`config.mk`:
```
export PLATFORM = sky130hd
export DESIGN_NAME = xclock_setter
export DESIGN_NICKNAME = d
export VERILOG_FILES = /design/src/rtl/xclock_setter_pkg.sv /design/src/rtl/xclock_setter_key_debounce.sv /design/src/rtl/xclock_setter.sv
export SDC_FILE = /design/constraint.sdc
export NUM_CORES = 1
export LEC_CHECK = 0
export CAP_MARGIN = 20
export CORE_ASPECT_RATIO = 1.1
export CORE_UTILIZATION = 35
export DETAILED_ROUTE_END_ITERATION = 10
export GPL_TIMING_DRIVEN = 0
export PLACE_DENSITY = 0.66
export REMOVE_ABC_BUFFERS = 1
export SYNTH_ARGS = -nofsm -noshare
export SYNTH_HDL_FRONTEND = slang
export SYNTH_SLANG_ARGS = --single-unit
```
`constraint.sdc`:
```
create_clock -name clk -period 2.7 [get_ports clk]
set_input_delay 0.27 -clock clk [delete_from_list [all_inputs] [get_ports clk]]
set_output_delay 0.27 -clock clk [all_outputs]
set_load 0.02 [all_outputs]
```
`src/rtl/xclock_setter_pkg.sv`:
```
// xclock_setter_pkg: shared state encoding, nibble addresses and digit limits
// for the pushbutton time-setting controller.
package xclock_setter_pkg;

   typedef enum logic [2:0] {
      S_RUN,
      S_EDIT,
      S_WR,
      S_WR_FIX,
      S_CLR0,
      S_CLR1
   } state_t;

   localparam logic [3:0] ADDR_MS0  = 4'd0;
   localparam logic [3:0] ADDR_MS1  = 4'd1;
   localparam logic [3:0] ADDR_SEC0 = 4'd2;
   localparam logic [3:0] ADDR_SEC1 = 4'd3;
   localparam logic [3:0] ADDR_MIN0 = 4'd4;
   localparam logic [3:0] ADDR_MIN1 = 4'd5;
   localparam logic [3:0] ADDR_HR0  = 4'd6;
   localparam logic [3:0] ADDR_HR1  = 4'd7;

   localparam logic [3:0] MAX_UNITS  = 4'd9;
   localparam logic [3:0] MAX_TENS   = 4'd5;
   localparam logic [3:0] MAX_HR1    = 4'd2;
   localparam logic [3:0] MAX_HR0_LO = 4'd9;
   localparam logic [3:0] MAX_HR0_HI = 4'd3;

   // Hour units are limited by the hour tens digit so 20..23 stays legal.
   function automatic logic [3:0] digit_max(input logic [2:0] idx, input logic [3:0] hr1);
      return (idx == 3'd7) ? MAX_HR1 :
             (idx == 3'd6) ? ((hr1 < 4'd2) ? MAX_HR0_LO : MAX_HR0_HI) :
             (idx == 3'd3 || idx == 3'd5) ? MAX_TENS : MAX_UNITS;
   endfunction

endpackage

```
`src/rtl/xclock_setter_key_debounce.sv`:
```
// key_debounce: synchronises a raw key and emits a one-cycle pulse once the
// key has been stably pressed for DB_CYCLES cycles; releases give no pulse.
module key_debounce #(
   parameter int DB_CYCLES = 1_000_000
) (
   input  logic clk,
   input  logic reset,
   input  logic key,
   output logic pulse
);

   localparam int CW = $clog2(DB_CYCLES + 1);

   logic [1:0]    sync;
   logic          level;
   logic [CW-1:0] cnt;

   always_ff @(posedge clk or posedge reset) begin
      if (reset) begin
         sync  <= 2'b00;
         level <= 1'b0;
         cnt   <= '0;
         pulse <= 1'b0;
      end else begin
         sync  <= {sync[0], key};
         pulse <= 1'b0;
         if (sync[1] == level)
            cnt <= '0;
         else if (cnt == CW'(DB_CYCLES - 1)) begin
            level <= sync[1];
            cnt   <= '0;
            pulse <= sync[1];
         end else
            cnt <= cnt + CW'(1);
      end
   end

endmodule

```
`src/rtl/xclock_setter.sv`:
```
// xclock_setter: debounced three-key edit controller that freezes the BCD clock,
// writes legal digits through its nibble load port and clears hundredths on exit.
module xclock_setter
   import xclock_setter_pkg::*;
#(
   parameter int DB_CYCLES = 1_000_000
) (
   input  logic        clk,
   input  logic        reset,
   input  logic        btn_mode,
   input  logic        btn_sel,
   input  logic        btn_inc,
   input  logic [31:0] q_in,
   output logic [3:0]  d,
   output logic [3:0]  addr,
   output logic        load,
   output logic        en,
   output logic        editing,
   output logic [2:0]  cursor
);

   logic mode_p, sel_p, inc_p;

   key_debounce #(.DB_CYCLES(DB_CYCLES)) u_mode (.clk(clk), .reset(reset), .key(btn_mode), .pulse(mode_p));
   key_debounce #(.DB_CYCLES(DB_CYCLES)) u_sel  (.clk(clk), .reset(reset), .key(btn_sel),  .pulse(sel_p));
   key_debounce #(.DB_CYCLES(DB_CYCLES)) u_inc  (.clk(clk), .reset(reset), .key(btn_inc),  .pulse(inc_p));

   state_t     state, state_n;
   logic [2:0] cursor_n;
   logic [3:0] d_n, addr_n, cur_val, cur_max, inc_val;
   logic       load_n, en_n, editing_n, fix;

   assign cur_val = q_in[{cursor, 2'b00} +: 4];
   assign cur_max = digit_max(cursor, q_in[31:28]);
   assign inc_val = (cur_val >= cur_max) ? 4'd0 : cur_val + 4'd1;
   // d still holds the value just written when the WR state is evaluated.
   assign fix     = (cursor == 3'd7) && (d == MAX_HR1) && (q_in[27:24] > MAX_HR0_HI);

   always_comb begin
      state_n  = state;
      cursor_n = cursor;
      load_n   = 1'b0;
      addr_n   = addr;
      d_n      = d;
      case (state)
         S_RUN: begin
            if (mode_p) begin
               state_n  = S_EDIT;
               cursor_n = 3'd7;
            end
         end
         S_EDIT: begin
            if (mode_p) begin
               state_n = S_CLR0;
               load_n  = 1'b1;
               addr_n  = ADDR_MS0;
               d_n     = 4'd0;
            end else if (sel_p)
               cursor_n = (cursor == 3'd2) ? 3'd7 : cursor - 3'd1;
            else if (inc_p) begin
               state_n = S_WR;
               load_n  = 1'b1;
               addr_n  = {1'b0, cursor};
               d_n     = inc_val;
            end
         end
         S_WR: begin
            state_n = fix ? S_WR_FIX : S_EDIT;
            load_n  = fix;
            addr_n  = fix ? ADDR_HR0 : addr;
            d_n     = fix ? MAX_HR0_HI : d;
         end
         S_WR_FIX: state_n = S_EDIT;
         S_CLR0: begin
            state_n = S_CLR1;
            load_n  = 1'b1;
            addr_n  = ADDR_MS1;
            d_n     = 4'd0;
         end
         S_CLR1:  state_n = S_RUN;
         default: state_n = S_RUN;
      endcase
      en_n      = (state_n == S_RUN);
      editing_n = (state_n == S_EDIT) || (state_n == S_WR) || (state_n == S_WR_FIX);
   end

   always_ff @(posedge clk or posedge reset) begin
      if (reset) begin
         state   <= S_RUN;
         cursor  <= 3'd7;
         d       <= 4'd0;
         addr    <= 4'd0;
         load    <= 1'b0;
         en      <= 1'b1;
         editing <= 1'b0;
      end else begin
         state   <= state_n;
         cursor  <= cursor_n;
         d       <= d_n;
         addr    <= addr_n;
         load    <= load_n;
         en      <= en_n;
         editing <= editing_n;
      end
   end

endmodule
```
==> impl_metrics.tcl <==
set metrics [dict create \
    outcome "finished, final reports clean" \
    synth-edff-count 0 \
    layout_min_cycle_time_ns 2.69 \
    via_count_of_the_first_global_routing_pass 3380 \
    tritoncts "built" \
    die_x_um 110 \
    route.antenna.remaining_nets 0 \
    finalNetCount 535 \
    power.static_leakage_nw 2.35 \
    hold_slack_ns 0.260 \
    gr-usage-all-layers_pct 14.8 \
    synth_area_um2 4520 \
    cts_buffer_depth 2 \
    place.detailed.instances 627 \
    synth.cells.most_frequent "sky130_fd_sc_hd__dfrtp_1 (84), sky130_fd_sc_hd__nor2_1 (69), sky130_fd_sc_hd__nand2_1 (30), sky130_fd_sc_hd__xor2_1 (30), sky130_fd_sc_hd__xnor2_1 (29)" \
    hp-class "in2async" \
    ys_types 55 \
    fmax_mhz 372 \
    r2r_cells 8 \
    clock-skew-final_ns 0.00824 \
    ys_async_sr_fraction_pct 100 \
    synth.most_common_cell "sky130_fd_sc_hd__dfrtp_1" \
    antenna_cells_inserted 0 \
    floorplan.die.height_um 121 \
    worstMarginPinSlew_ns 0.820 \
    worst_setup_path_start_kind "flip-flop" \
    number_of_antenna_violations_at_the_first_check_in_global_routing 0 \
    syn-instance-count 431 \
    root_cell_of_the_clock_tree "sky130_fd_sc_hd__clkbuf_16" \
    boundaryPins 51 \
    tritoncts.num_buffers 9 \
    fin_crit_sh_pct 99.5 \
    setup_viol 0 \
    overflow 0 \
    netlist.top_cell.by_area "sky130_fd_sc_hd__dfrtp_1" \
    max_cap_violations 0 \
    route.detailed.wl_per_inst_um 13.8 \
    ir_drop_v 0.000334 \
    port_buffers 49 \
    timing.critical_path.required_ns 2.96 \
    finalHoldViolCount 0 \
    timing.setup.critical_path_class "reg2reg" \
    cts_sinks 88 \
    cts_htree_levels 3 \
    rows 43 \
    fin_cells 648 \
    grt_pass1_wl_mm 15.6 \
    synth.yosys.seq_area_share_pct 48.8 \
    vias_per_cell 5.06 \
    postSynthAreaPerCell_um2 10.5 \
    cp.arrival_ns 2.95 \
    drt_iter0_drc 94 \
    vias 3281 \
    drcViolationCount 0 \
    synth-seq-cells 88 \
    yosys_most_used_dff "sky130_fd_sc_hd__dfrtp_1" \
    critPathMaxFanout 8 \
    worst_slew_margin_rel_pct 44.9 \
    max_slew_violation_total_from_the_final_report 0 \
    yosysTopAreaCellShare_pct 46.5 \
    areaGrowthSynthToFinish_pct 24.2 \
    power.density_cell_area_nw_per_um2 509 \
    critPathCaptureType "flip-flop" \
    die_area_um2 13400 \
    post-dp-hpwl_mm 6.16 \
    pin_count_of_the_biggest_net_entering_global_routing 64 \
    drt_first_pass_iters 4 \
    cts-hold-fix-buffers 0 \
    synth_area_leaders "sky130_fd_sc_hd__dfrtp_1 (46%), sky130_fd_sc_hd__xor2_1 (5.8%), sky130_fd_sc_hd__nor2_1 (5.7%)" \
    yosys_warnings 0 \
    clk_transition_reported_paths_ns 0.07 \
    drive_above_1_share_pct 11.4 \
    gp_congestion 0.801 \
    clk_latency_ns 0.33 \
    rsz0062_at_grt "yes" \
    core_region_area_um2 12600 \
    routed_wirelength_mm 8.94 \
    floorplan.initialDensity_pct 35.9 \
]
==> through the flow <==
stage,area (µm²),utilization (%),total power [mW],setup TNS [ns],setup slack [ns]
2_1_floorplan,4470,-,1.45,0,0.0681
3_3_place_gp,5150,40.9,1.53,-92.14,-1.09
3_5_place_dp,5180,41.2,1.54,-0.626,-0.184
4_1_cts,5560,44.2,2.88,0,0.00325
5_1_grt,5620,44.6,2.97,-0.124,-0.0714
6_report,5620,44.6,2.86,0,0.0136
==> power breakdown <==
| group | total [mW] | switching (mW) | internal (mW) |
|---|---|---|---|
| logic | 0.170 | 0.0807 | 0.0892 |
| clock network | 1.34 | 0.503 | 0.836 |
| registers | 1.35 | 0.0146 | 1.34 |
| total | 2.86 | 0.599 | 2.26 |
==> layout by cell type (no fill, tap or decap), drive strengths merged, types with 3 or more instances in the layout <==
cell / count
clkbuf: 11
nor4b: 6
mux2i: 4
clkdlybuf4s50: 49
mux4: 8
inv: 13
dfrtp: 84
nand4: 13
nand2b: 3
nor4: 6
and2: 5
buf: 6
a21oi: 8
nand2: 30
xnor2: 29
ha: 12
nor3: 8
nor2: 69
and3: 14
and4: 6
a22o: 3
mux2: 3
xor2: 30
nor3b: 4
dfstp: 4
clkinv: 3
o21ai: 7
nand3: 25
==> layout make-up <==
type | count | area [µm²]
Multi-Input combinational cell | 318 | 2260
Clock buffer | 11 | 243
Timing Repair Buffer | 55 | 572
Tap cell | 157 | 196
Clock inverter | 5 | 81.3
Inverter | 14 | 55.1
Fill cell | 1172 | 6970
Sequential cell | 88 | 2210
==> worst paths after layout <==
| check | startpoint | slack, ns | to |
|---|---|---|---|
| max reg2reg | cursor[0]$_DFFE_PP1P_ | 0.01 | d[0]$_DFFE_PP0P_ |
| min | reset | 0.26 | u_inc.cnt[14]$_DFF_PP0_ |
| min in group clk | u_sel.sync[0]$_DFF_PP0_ | 0.35 | u_sel.sync[1]$_DFF_PP0_ |
| max in group asynchronous | reset | 1.79 | en$_DFF_PP1_ |
| max | cursor[0]$_DFFE_PP1P_ | 0.01 | d[0]$_DFFE_PP0P_ |
| min reg2reg | u_sel.sync[0]$_DFF_PP0_ | 0.35 | u_sel.sync[1]$_DFF_PP0_ |
==> repair_timing <==
| action | CTS | global route |
|---|---|---|
| hold endpoints to repair | 0 | 0 |
| pin swaps | 0 | 8 |
| resized for setup | 3 | 11 |
| endpoints found under the setup margin | 4 | 4 |
| buffers inserted | 4 | 1 |
==> routing by layer <==
layer	up-vias	global-route usage (%)	wire (µm)
met1	1598	19.4	4080
met3	24	2.85	205
li1	1615	-	-
met2	44	24.3	4370
met4	0	5.43	284
met5	-	0	0
==> flip-flops by register name, summed over array words and instances (netlist names) <==
| signal | count |
|---|---|
| u_inc.cnt | 20 |
| u_mode.cnt | 20 |
| u_sel.cnt | 20 |
| d | 4 |
| addr | 3 |
| cursor | 3 |
| state | 3 |
| u_inc.sync | 2 |
| u_mode.sync | 2 |
| u_sel.sync | 2 |
| editing | 1 |
| en | 1 |
| load | 1 |
| u_inc.level | 1 |
| u_inc.pulse | 1 |
| u_mode.level | 1 |
| u_mode.pulse | 1 |
| u_sel.level | 1 |
| u_sel.pulse | 1 |
==> worst max-delay path: stages (launching register included) <==
cell	delay [ns]
sky130_fd_sc_hd__dfstp_4	0.69
sky130_fd_sc_hd__mux4_2	0.57
sky130_fd_sc_hd__mux2i_4	0.21
sky130_fd_sc_hd__inv_1	0.07
sky130_fd_sc_hd__ha_1	0.29
sky130_fd_sc_hd__o21ai_1	0.15
sky130_fd_sc_hd__a21oi_2	0.07
sky130_fd_sc_hd__nor4b_4	0.35
sky130_fd_sc_hd__a221o_1	0.21
==> logic make-up after synthesis <==
kind of cell / share of synthesized area [%]
mux: 5.89
flops: 48.8
buf+inv: 2.41
xor+xnor: 11.4
fa+ha+maj: 3.32
compound gates: 4.68
simple gates: 23.4
other cells: 0.0829
(Power assumes the default switching activity.)
